$ cat config.mk
export PLATFORM = sky130hd
export DESIGN_NAME = karaoke_io_bridge
export DESIGN_NICKNAME = d
export VERILOG_FILES = /design/src/rtl/karaoke_io_pkg.sv /design/src/rtl/bin2bcd_seq.sv /design/src/rtl/karaoke_io_bridge.sv
export SDC_FILE = /design/constraint.sdc
export NUM_CORES = 1
export LEC_CHECK = 0
export ABC_AREA = 1
export BUFFER_PORTS_ARGS = -buffer_cell sky130_fd_sc_hd__buf_2
export CORE_ASPECT_RATIO = 0.5
export CORE_MARGIN = 8
export CORE_UTILIZATION = 58
export DETAILED_ROUTE_END_ITERATION = 10
export PLACE_DENSITY = 0.8
export SYNTH_ARGS = -nofsm -noshare
export SYNTH_HDL_FRONTEND = slang
export SYNTH_SLANG_ARGS = --single-unit
$ cat constraint.sdc
create_clock -name clock -period 7.2 [get_ports clock]
set_clock_uncertainty 0.1 [all_clocks]
set_input_delay 0.72 -clock clock [delete_from_list [all_inputs] [get_ports clock]]
set_output_delay 0.72 -clock clock [all_outputs]
set_load 0.01 [all_outputs]
$ cat src/rtl/karaoke_io_pkg.sv
// Shared definitions for the karaoke I/O bridge: mailbox field layout,
// the silence note code and the score converter state encoding.
package karaoke_io_pkg;

    localparam int unsigned VALID_BIT = 31;
    localparam int unsigned SEQ_LSB   = 24;
    localparam int unsigned NOTE_LSB  = 8;
    localparam int unsigned AGE_LSB   = 0;

    localparam int unsigned SEQ_BITS  = 7;
    localparam int unsigned NOTE_BITS = 8;
    localparam int unsigned AGE_BITS  = 8;

    localparam logic [7:0] NOTE_SILENCE = 8'h00;
    localparam logic [7:0] AGE_MAX      = 8'hFF;

    typedef enum logic [1:0] {
        StIdle,
        StConv,
        StDone
    } conv_state_e;

endpackage

$ cat src/rtl/bin2bcd_seq.sv
// Sequential binary-to-BCD converter (shift-add-3 double dabble), one bit per cycle.
// A start pulse loads the operand; done is high during the final shift cycle.
module bin2bcd_seq #(
    parameter int unsigned BIN_BITS = 16,
    parameter int unsigned DIGITS   = 5
) (
    input  logic                  clock,
    input  logic                  ctrl_reset,
    input  logic                  start,
    input  logic [BIN_BITS-1:0]   bin,
    output logic                  busy,
    output logic                  done,
    output logic [4*DIGITS-1:0]   bcd
);

    localparam int unsigned BcdW = 4 * DIGITS;
    localparam int unsigned CntW = $clog2(BIN_BITS + 1);

    logic [BcdW+BIN_BITS-1:0] shift_q;
    logic [BcdW+BIN_BITS-1:0] adj;
    logic [CntW-1:0]          cnt_q;

    // Correct every BCD nibble before the shift so it carries properly into the next digit.
    always_comb begin
        adj = shift_q;
        for (int d = 0; d < DIGITS; d++) begin
            if (shift_q[BIN_BITS + 4*d +: 4] >= 4'd5) begin
                adj[BIN_BITS + 4*d +: 4] = shift_q[BIN_BITS + 4*d +: 4] + 4'd3;
            end
        end
    end

    always_ff @(posedge clock or posedge ctrl_reset) begin
        if (ctrl_reset) begin
            shift_q <= '0;
            cnt_q   <= '0;
        end else if (start && !busy) begin
            shift_q <= {{BcdW{1'b0}}, bin};
            cnt_q   <= CntW'(BIN_BITS);
        end else if (busy) begin
            shift_q <= adj << 1;
            cnt_q   <= cnt_q - CntW'(1);
        end
    end

    assign busy = (cnt_q != '0);
    assign done = (cnt_q == CntW'(1));
    assign bcd  = shift_q[BIN_BITS +: BcdW];

endmodule

$ cat src/rtl/karaoke_io_bridge.sv
// Register-file side-port endpoint: posts pitch-detector notes into a mailbox word and
// converts the clamped score register into BCD digits for the seven-segment display.
module karaoke_io_bridge
    import karaoke_io_pkg::*;
#(
    parameter int unsigned HOLD_CYCLES = 64,
    parameter int unsigned SCORE_BITS  = 16,
    parameter int unsigned DIGITS      = 5
) (
    input  logic                clock,
    input  logic                ctrl_reset,
    input  logic                note_valid,
    input  logic [7:0]          note_code,
    output logic                note_ready,
    input  logic [31:0]         score_word,
    output logic [31:0]         mailbox_word,
    output logic [4*DIGITS-1:0] bcd_digits,
    output logic                bcd_valid,
    output logic                score_changed
);

    localparam int unsigned BcdW  = 4 * DIGITS;
    localparam int unsigned HoldW = $clog2(HOLD_CYCLES + 1);
    localparam logic [BcdW-1:0] AllNines = {DIGITS{4'h9}};

    // ---------------------------------------------------------------- note mailbox
    logic                 mb_valid_q;
    logic [SEQ_BITS-1:0]  seq_q;
    logic [NOTE_BITS-1:0] note_q;
    logic [AGE_BITS-1:0]  age_q;
    logic [HoldW-1:0]     hold_q;
    logic                 accept;

    assign accept = note_valid && note_ready;

    always_ff @(posedge clock or posedge ctrl_reset) begin
        if (ctrl_reset) begin
            mb_valid_q <= 1'b0;
            seq_q      <= '0;
            note_q     <= NOTE_SILENCE;
            age_q      <= '0;
            hold_q     <= '0;
            note_ready <= 1'b1;
        end else if (accept) begin
            mb_valid_q <= 1'b1;
            seq_q      <= seq_q + SEQ_BITS'(1);
            note_q     <= note_code;
            age_q      <= '0;
            hold_q     <= HoldW'(HOLD_CYCLES);
            note_ready <= 1'b0;
        end else begin
            if (mb_valid_q && (age_q != AGE_MAX)) begin
                age_q <= age_q + AGE_BITS'(1);
            end
            if (!note_ready) begin
                hold_q <= hold_q - HoldW'(1);
                if (hold_q == HoldW'(1)) begin
                    note_ready <= 1'b1;
                end
            end
        end
    end

    always_comb begin
        mailbox_word                         = '0;
        mailbox_word[VALID_BIT]              = mb_valid_q;
        mailbox_word[SEQ_LSB +: SEQ_BITS]    = seq_q;
        mailbox_word[NOTE_LSB +: NOTE_BITS]  = note_q;
        mailbox_word[AGE_LSB +: AGE_BITS]    = age_q;
    end

    // ---------------------------------------------------------------- score clamp
    logic [31:0]           score_q;
    logic [30:0]           high_bits;
    logic                  src_sat;
    logic [SCORE_BITS-1:0] src_val;
    logic [SCORE_BITS:0]   src;
    logic                  bypass;

    always_ff @(posedge clock or posedge ctrl_reset) begin
        if (ctrl_reset) begin
            score_q <= '0;
        end else begin
            score_q <= score_word;
        end
    end

    // Source is {saturated, value}; negative scores collapse to zero.
    always_comb begin
        high_bits = score_q[30:0] >> SCORE_BITS;
        src_sat   = 1'b0;
        src_val   = '0;
        if (!score_q[31]) begin
            if (|high_bits) begin
                src_sat = 1'b1;
            end else begin
                src_val = score_q[SCORE_BITS-1:0];
            end
        end
        src    = {src_sat, src_val};
        bypass = src_sat || (src_val == '0);
    end

    // ---------------------------------------------------------------- converter control
    conv_state_e         state_q;
    logic                pending_q;
    logic [SCORE_BITS:0] last_q;
    logic [SCORE_BITS:0] cur_q;
    logic                byp_q;
    logic                need;
    logic                conv_start;
    logic                conv_busy;
    logic                conv_done;
    logic [BcdW-1:0]     conv_bcd;
    logic [BcdW-1:0]     result;

    assign need       = pending_q || (src != last_q);
    assign conv_start = (state_q == StIdle) && need && !bypass && !conv_busy;
    assign result     = byp_q ? (cur_q[SCORE_BITS] ? AllNines : '0) : conv_bcd;

    bin2bcd_seq #(
        .BIN_BITS (SCORE_BITS),
        .DIGITS   (DIGITS)
    ) u_bin2bcd (
        .clock      (clock),
        .ctrl_reset (ctrl_reset),
        .start      (conv_start),
        .bin        (src_val),
        .busy       (conv_busy),
        .done       (conv_done),
        .bcd        (conv_bcd)
    );

    always_ff @(posedge clock or posedge ctrl_reset) begin
        if (ctrl_reset) begin
            state_q       <= StIdle;
            pending_q     <= 1'b1;
            last_q        <= '0;
            cur_q         <= '0;
            byp_q         <= 1'b0;
            bcd_digits    <= '0;
            bcd_valid     <= 1'b0;
            score_changed <= 1'b0;
        end else begin
            score_changed <= 1'b0;
            unique case (state_q)
                StIdle: begin
                    if (need) begin
                        pending_q <= 1'b0;
                        cur_q     <= src;
                        byp_q     <= bypass;
                        state_q   <= bypass ? StDone : StConv;
                    end
                end
                StConv: begin
                    if (conv_done) begin
                        state_q <= StDone;
                    end
                end
                StDone: begin
                    bcd_digits    <= result;
                    bcd_valid     <= 1'b1;
                    last_q        <= cur_q;
                    score_changed <= (result != bcd_digits);
                    state_q       <= StIdle;
                end
                default: state_q <= StIdle;
            endcase
        end
    end

endmodule

==> results.py <==
metrics = {
    "die": {
        "dieArea_sq_um": 17300,
        "start_util_pct": 59.9,
        "dieHeight_um": 97.1,
        "core_area_sq_um": 12700,
        "num_rows": 29,
        "io_pins": 98,
        "die_x_um": 178,
    },
    "logic_synthesis": {
        "synth_area_sq_um": 7620,
        "synth_top_cells_by_area": "dfrtp_1, nand2_1, o21ai_0",
        "synth_most_common_cell": "nand2_1",
        "synth_top_cell_by_area": "dfrtp_1",
        "yosys.area.top_type_share_pct": 53.5,
        "synthDistinctLibCells": 39,
        "synth_ff_type": "dfrtp_1",
        "ys_seq_area_share_pct": 54.2,
        "ys_ff_latch": 165,
        "yosys_warnings": 0,
        "syn_avg_cell_area_sq_um": 8.65,
        "synth_common_cells": "nand2_1, dfrtp_1, inv_1, o21ai_0, nand3_1",
        "syn_inst": 881,
        "synth_edf_count": 0,
        "async_reset_ff_share_pct": 100,
    },
    "cts": {
        "cts.clk_slew.worst_paths_ps": 70,
        "ctsHoldBuffers": 0,
        "cts_max_path_buffers": 2,
        "postCtsSetupBuffers": 0,
        "cts_resized": 0,
        "clk_latency_ps": 430,
        "cts_max_level": 4,
        "cts_sinks": 165,
        "cts_tree": "done",
        "cts_root_buf": "clkbuf_16",
        "cts_inserted_buffers": 17,
    },
    "route": {
        "post_drt_via_cell_ratio": 5.46,
        "ant_nets": 0,
        "drt_pre_antenna_iters": 6,
        "drcViolationCount": 0,
        "dr_total_vias": 6241,
        "wl_per_cell_um": 15.5,
        "totalWireLength_um": 17800,
        "dr.first_iter.drc_count": 560,
    },
    "timing": {
        "drv_slew": 0,
        "fmax_mhz": 278,
        "period_needed_ps": 3600,
        "finalCritPeriodShare_pct": 49.9,
        "setup_ws_ps": 3600,
        "tns_ps": 0,
        "rsz0062_at_grt": "no",
        "hold_viol": 0,
        "relSlewSlack_pct": 40.5,
        "worst_slew_pin_slew_ps": 893,
        "setup_viol": 0,
    },
    "layout": {
        "diodes": 0,
        "final_area_sq_um": 8700,
        "fill_cells": 994,
        "drive_above_1_share_pct": 15.0,
        "layout-area-overhead-vs-synth_pct": 14.2,
        "final_nets": 1018,
    },
    "worst_hold_path": {
        "whs_path_depth": 1,
        "hp-class": "in -> reg",
    },
    "worst_setup_path": {
        "crit_type": "reg -> reg",
        "start_kind": "flip-flop",
        "worst-path-max-fanout": 24,
        "endpoint_kind": "flip-flop",
        "crit_required_ps": 7410,
        "arrival_ps": 3810,
        "rr_worst_depth": 13,
    },
    "pwr": {
        "ir_drop_mv": 0.281,
        "p_total_uw": 2710,
        "p_leak_uw": 0.00443,
        "powerDensity_nw_per_um2": 312,
    },
    "global_route": {
        "grt_pass1_vias": 6191,
        "grt_pass1_wl_um": 29800,
        "grt-ovfl-total": 0,
        "grt_max_degree": 105,
        "antenna_found_initial": 0,
        "track_usage_pct": 21.0,
    },
    "place": {
        "place_congestion": 0.862,
        "dp_hpwl_um": 12000,
        "placed_area_sq_um": 8130,
        "place_ws_ps": 3810,
        "portBuffers": 89,
    },
    "job": {
        "drv_cap": 0,
    },
    "run_status": {
        "status": "finished clean",
    },
}
## cell families after synthesis
logic type | count (synthesis) | share of synthesized area, %
xor gates and xnor gates | 25 | 2.87
other | 1 | 0.0492
and+or+nand+nor | 398 | 22.7
buffers and inverters | 142 | 7.89
DFF | 165 | 54.2
AOI/OAI and AO/OA | 134 | 9.63
adders and majority gates | 16 | 2.63
## power breakdown
group / internal, uW / leakage [uW] / total (uW) / switching [uW]
sequential: 1060 / 0.00213 / 1170 / 107
combinational: 225 / 0.00202 / 662 / 437
clock: 463 / 0.000283 / 885 / 422
## critical path, stage by stage, from the launching register on
cell and delay [ps]:
dfrtp_1 370, nor2_1 100, nand2_1 80, nor2_4 500
nand2_2 210, inv_2 200, nand3_1 140, nand2_1 90
nand3_1 90, nor2_1 130, nand3_2 110, nand3_2 350
nand2_1 560, o21ai_0 430
## registers in the layout, indices dropped and copies added (netlist names), 8 cells and up
name               count
age_q                  8
last_q                17
u_bin2bcd.shift_q     36
cur_q                 17
note_q                 8
score_q               32
bcd_digits            20
## metal layers
layer  GRT usage [%]  vias to the layer above  routed length [um]
met5               0                        -                   0
met4            5.48                        0                 250
met3            6.59                       25                1480
met2            32.5                      253                8050
met1            28.3                     2973                7980
li1                -                     2990                   -
## path summary, 6_finish.rpt
| check | slack, ps | to | startpoint |
|---|---|---|---|
| max in group asynchronous | 5230 | u_bin2bcd.shift_q[16] | ctrl_reset |
| min in group asynchronous | 400 | score_q[18] | ctrl_reset |
| min | 290 | score_q[14] | score_word[14] |
| min reg2reg | 370 | bcd_valid | bcd_valid |
| max | 3600 | u_bin2bcd.shift_q[32] | score_q[29] |
| max reg2reg | 3600 | u_bin2bcd.shift_q[32] | score_q[29] |
## cell type report
class,instances,area [sq um],share of cell area (%)
tap,170,213,2.44
timing repair buffer,92,468,5.38
sequential,165,4130,47.5
inverter,102,388,4.46
clock buffer,17,425,4.89
multi-input combinational,581,2930,33.6
clock inverter,15,151,1.74
## cell usage in the layout (no fill, tap or decap), types with 2 or more instances in the layout
cell       count
o21ai_1        6
clkinv_8       2
or3_1          2
nor4_1         3
nor2_4         5
a21oi_1       18
nand4_1       18
nor2_1        55
o22ai_1       18
nand3_1       66
clkbuf_16     17
xnor2_1        5
dfstp_2        2
o21bai_1       2
nand2_2        2
o21ai_0       80
nand3_2        5
inv_8          4
buf_2         89
or2_2          5
nand2_1      227
ha_1          16
inv_1         99
o211ai_1       3
nor3_1         5
conb_1         8
inv_6          7
nand3b_1       3
buf_4          3
dfrtp_1      163
xor2_1        20
## metrics by stage
step	cells	utilization (%)	hold slack, ps
5_1_grt	1142	68.3	273
2_1_floorplan	888	-	336
6_report	1142	68.3	293
4_1_cts	1142	68.3	281
3_3_place_gp	1110	63.8	347
3_5_place_dp	1110	63.8	351
(Power assumes the default switching activity.)
